File: config.mk
export PLATFORM = sky130hd
export DESIGN_NAME = paddle_pot_emulator
export DESIGN_NICKNAME = d
export VERILOG_FILES = /design/src/rtl/paddle_pot_emulator.sv
export SDC_FILE = /design/constraint.sdc
export NUM_CORES = 1
export LEC_CHECK = 0
export BUFFER_PORTS_ARGS = -buffer_cell sky130_fd_sc_hd__clkbuf_2
export CAP_MARGIN = 20
export CORE_ASPECT_RATIO = 0.7
export CORE_MARGIN = 2
export CORE_UTILIZATION = 40
export DETAILED_ROUTE_END_ITERATION = 10
export GPL_ROUTABILITY_DRIVEN = 1
export GPL_TIMING_DRIVEN = 0
export PLACE_DENSITY = 0.57
export SLEW_MARGIN = 20
export SYNTH_ARGS = -nofsm -noshare
export SYNTH_HDL_FRONTEND = slang
export SYNTH_SLANG_ARGS = --single-unit
export TNS_END_PERCENT = 1
File: constraint.sdc
create_clock -name clk_drv -period 3.7 [get_ports clk_drv]
set_clock_uncertainty 0.1 [all_clocks]
set_input_delay 0.37 -clock clk_drv [delete_from_list [all_inputs] [get_ports clk_drv]]
set_output_delay 0.37 -clock clk_drv [all_outputs]
set_load 0.01 [all_outputs]
File: src/rtl/paddle_pot_emulator.sv
// Paddle potentiometer / 555 one-shot emulator: raises pad_out a position-dependent
// number of scan lines after the game lowers pad_en_n.
module paddle_pot_emulator #(
    parameter int unsigned LINE_OFFSET = 16,
    parameter int unsigned RANGE       = 224,
    parameter int unsigned SENS_SHIFT  = 0,
    parameter int unsigned POS_RESET   = 128
) (
    input  logic       clk_drv,
    input  logic       reset,
    input  logic       pad_en_n,
    input  logic       hsync,
    input  logic       mode,
    input  logic [7:0] paddle_pos,
    input  logic [7:0] delta,
    input  logic       delta_stb,
    output logic       pad_out,
    output logic [7:0] pos_out
);

    localparam int unsigned PW = 8;
    localparam int unsigned CW = 9;
    localparam int unsigned AW = 12;
    localparam int unsigned MW = 17;

    typedef enum logic [1:0] {
        IDLE   = 2'd0,
        CHARGE = 2'd1,
        FIRED  = 2'd2
    } state_t;

    state_t                state;
    logic                  hsync_d;
    logic [PW-1:0]         pos_acc;
    logic [CW-1:0]         line_cnt;
    logic [CW-1:0]         target_q;

    logic                  tick;
    logic signed [AW-1:0]  delta_ext;
    logic signed [AW-1:0]  delta_sh;
    logic signed [AW-1:0]  pos_sum;
    logic [PW-1:0]         pos_sat;
    logic [MW-1:0]         pos_prod;
    logic [CW-1:0]         target;
    logic [CW-1:0]         line_inc;

    // Line tick, relative-mode update with saturation, and sweep target
    always_comb begin
        tick      = hsync & ~hsync_d;
        delta_ext = {{(AW-PW){delta[PW-1]}}, delta};
        delta_sh  = delta_ext <<< SENS_SHIFT;
        pos_sum   = $signed({{(AW-PW){1'b0}}, pos_acc}) + delta_sh;
        if (pos_sum[AW-1]) begin
            pos_sat = '0;
        end else if (pos_sum > $signed(AW'(255))) begin
            pos_sat = '1;
        end else begin
            pos_sat = pos_sum[PW-1:0];
        end
        pos_prod = MW'(pos_acc) * MW'(RANGE);
        target   = CW'(LINE_OFFSET) + CW'(pos_prod >> 8);
        line_inc = (line_cnt == '1) ? line_cnt : line_cnt + CW'(1);
    end

    always_ff @(posedge clk_drv) begin
        if (reset) begin
            state    <= IDLE;
            pad_out  <= 1'b0;
            line_cnt <= '0;
            hsync_d  <= 1'b0;
            pos_acc  <= PW'(POS_RESET);
            target_q <= '0;
        end else begin
            hsync_d <= hsync;

            if (!mode) begin
                pos_acc <= paddle_pos;
            end else if (delta_stb) begin
                pos_acc <= pos_sat;
            end

            // Releasing the enable always wins, even over a tick in the same cycle
            if (pad_en_n) begin
                state    <= IDLE;
                pad_out  <= 1'b0;
                line_cnt <= '0;
            end else begin
                case (state)
                    IDLE: begin
                        state    <= CHARGE;
                        target_q <= target;
                        line_cnt <= '0;
                        pad_out  <= 1'b0;
                    end
                    CHARGE: begin
                        if (tick) begin
                            line_cnt <= line_inc;
                            if (line_inc >= target_q) begin
                                state   <= FIRED;
                                pad_out <= 1'b1;
                            end
                        end
                    end
                    FIRED: begin
                        pad_out <= 1'b1;
                    end
                    default: begin
                        state    <= IDLE;
                        pad_out  <= 1'b0;
                        line_cnt <= '0;
                    end
                endcase
            end
        end
    end

    assign pos_out = pos_acc;

endmodule
==> results.cfg <==
[status]
outcome = finished clean

[layout]
final_cell_mix = ha_1, nor2_1, nand2_1, dfxtp_1, clkbuf_2
n_antenna_cell = 0
drive_gt1_share_pct = 14.5
finalNetCount = 421
syn_to_final_growth_pct = 12.9
final_area_sq_um = 3020
mostFrequentLayoutCell = ha_1

[global_route]
grt_util_all_layers_pct = 18.1
grt_first_pass_wirelength_um = 10300
grt_max_degree = 11
grt_antenna_before_repair = 0
first_global_vias = 2102
overflow = 0

[die]
die_w_um = 102
dieArea_sq_um = 7380
fp.coreArea_sq_um = 6340
start_util_pct = 42.3
io_pins = 31
die_y_um = 72.5
row_count = 24

[sta]
fin_crit_sh_pct = 83.9
setup_tns_ps = 0
max_slew_margin_pct = 41.5
min_period_ps = 3100
finalMaxSlewViolations = 0
setup_viol_count_final = 0
max_freq_mhz = 322
rsz0062_at_grt = false
tightestPinTransition_ps = 853
hold_viol_final = 0
hold_ws_ps = 214

[clock_network]
cts_tree = yes
post_cts_buffers = 0
cts_resized = 0
cts_root_buf = clkbuf_8
cts_hold_buf = 0
htree_levels = 2
path_clk_slew_ps = 70
clk_path_buf_depth = 2
cts_buffers = 5
clock-sinks = 30
clk-insertion-delay-late_ps = 290

[synth]
ys_ff_latch = 30
postSynthAreaPerCell_sq_um = 8.29
synth_cells = 323
yosysTopAreaCellShare_pct = 22.4
synth_top_area_cell = dfxtp_1
synth_warnings = 0
postSynth.asyncResetShare_pct = 0
netlist_area_sq_um = 2680
synth_flop_cell = dfxtp_1
synth_edf_count = 0
synth.distinct_cells = 58
synth.yosys.seq_area_share_pct = 22.4
netlist_top_cells_area = dfxtp_1, ha_1, fa_1
synth_fp_nets = 386

[pwr]
powerDensity_nw_per_um2 = 364
leakagePower_nw = 1.29
ir_drop_uv = 163
total_power_mw = 1.10

[detailed_routing]
dr.first_iter.drc_count = 165
final_antenna_net_count = 0
wire_per_inst_um = 13.4
drc = 0
firstDrtPassIters = 4
via_per_inst = 5.17
route.final.wire_length_um = 6050
vias = 2327

[worst_setup_path]
worstPathCellList = ha_1, and3_1, a31oi_1, and3_1, xor2_1, ha_1, a21o_1, a211oi_1, o211ai_1, a221o_1, mux2i_1
regToRegStartpoint = line_cnt[0]
crit_family = compound AO/OA/AOI/OAI gates
critPathSlowestCell = a221o_1
critical_path_class = flip-flop to flip-flop
cp-end-kind = flip-flop
r2r_slack_ps = 600
worst_ep_arrival_time_ps = 3190
r2r_end = state[0]
cp_num_buf_inv = 0
startpoint_type = flip-flop
crit_path_max_incr_delay_ps = 380
cp_max_fo = 5
r2r.worst_path.cells = 11
required_ps = 3780

[place]
numPortBuffers = 28
placed_cell_area_sq_um = 2930
hpwl_um = 4830
place.gp.congestion = 0.817

[min_path]
hold_end = hsync_d
hold_depth = 2
worstHoldStart = hsync
hp-class = input pin to flip-flop

[job]
timing.max_cap.violations = 0
metal layers:
metal	vias to the layer above	wire length [um]	GRT usage, %	share of wire (%)
met2	51	2080	22.1	34
met5	-	0	0	0
met3	8	389	4.05	6.4
met4	0	87	5.78	1.4
li1	1220	-	-	-
met1	1048	3490	30.1	58
worst max-delay path by stage:
stage | endpoint | from | depth (start not counted)
6_report | state[0] | line_cnt[0] | 11
5_1_grt | state[0] | line_cnt[0] | 11
4_1_cts | state[0] | line_cnt[0] | 11
3_5_place_dp | state[0] | line_cnt[0] | 11
3_3_place_gp | state[0] | line_cnt[0] | 11
2_1_floorplan | state[0] | line_cnt[0] | 11
cells in the mapped netlist (5+ instances only):
master / count
ha_1: 32
nor2_1: 31
dfxtp_1: 30
nand2_1: 30
a21oi_1: 24
inv_1: 24
nor3_1: 11
nand3_1: 10
fa_1: 9
a21o_1: 8
xnor2_1: 8
a22oi_1: 7
nand2b_1: 7
o21ai_0: 7
a31oi_1: 6
clkbuf_1: 6
xor2_1: 6
nand4_1: 5
nor2b_1: 5
kinds of logic after synthesis:
logic type / count (synthesis) / synth area share, %
compound gates: 82 / 23.0
simple gates: 117 / 21.4
mux: 5 / 1.92
fa+ha+maj: 41 / 21.7
xor+xnor: 14 / 4.58
flops: 30 / 22.4
buf+inv: 34 / 4.95
registers in the layout, indices dropped and copies added, names as in the netlist:
register	flops
state	2
hsync_d	1
pad_out	1
line_cnt	9
target_q	9
pos_out	8
metrics by stage:
stage / std cells / utilization [%] / setup slack, ps
final: 450 / 47.7 / 596
after CTS: 450 / 47.7 / 602
after global routing: 450 / 47.7 / 329
after detailed placement: 442 / 46.3 / 635
after floorplan: 323 / - / 913
after global placement: 442 / 46.3 / 657
final cells by class:
| cell class | instances | area, sq um |
|---|---|---|
| sequential | 30 | 601 |
| fill | 642 | 3310 |
| multi-input combinational | 259 | 1950 |
| clock buffer | 7 | 86.3 |
| buffer | 9 | 38.8 |
| clock inverter | 1 | 5.00 |
| timing repair buffer | 28 | 140 |
| inverter | 25 | 93.8 |
| tap | 91 | 114 |
power by group:
group          internal, mW  leakage, nW  total [mW]  switching, mW
registers             0.351        0.245       0.382         0.0306
clock network         0.150       0.0482       0.288          0.138
logic                 0.188        0.997       0.431          0.243
total                 0.689         1.29        1.10          0.411
(Power assumes the default switching activity.)
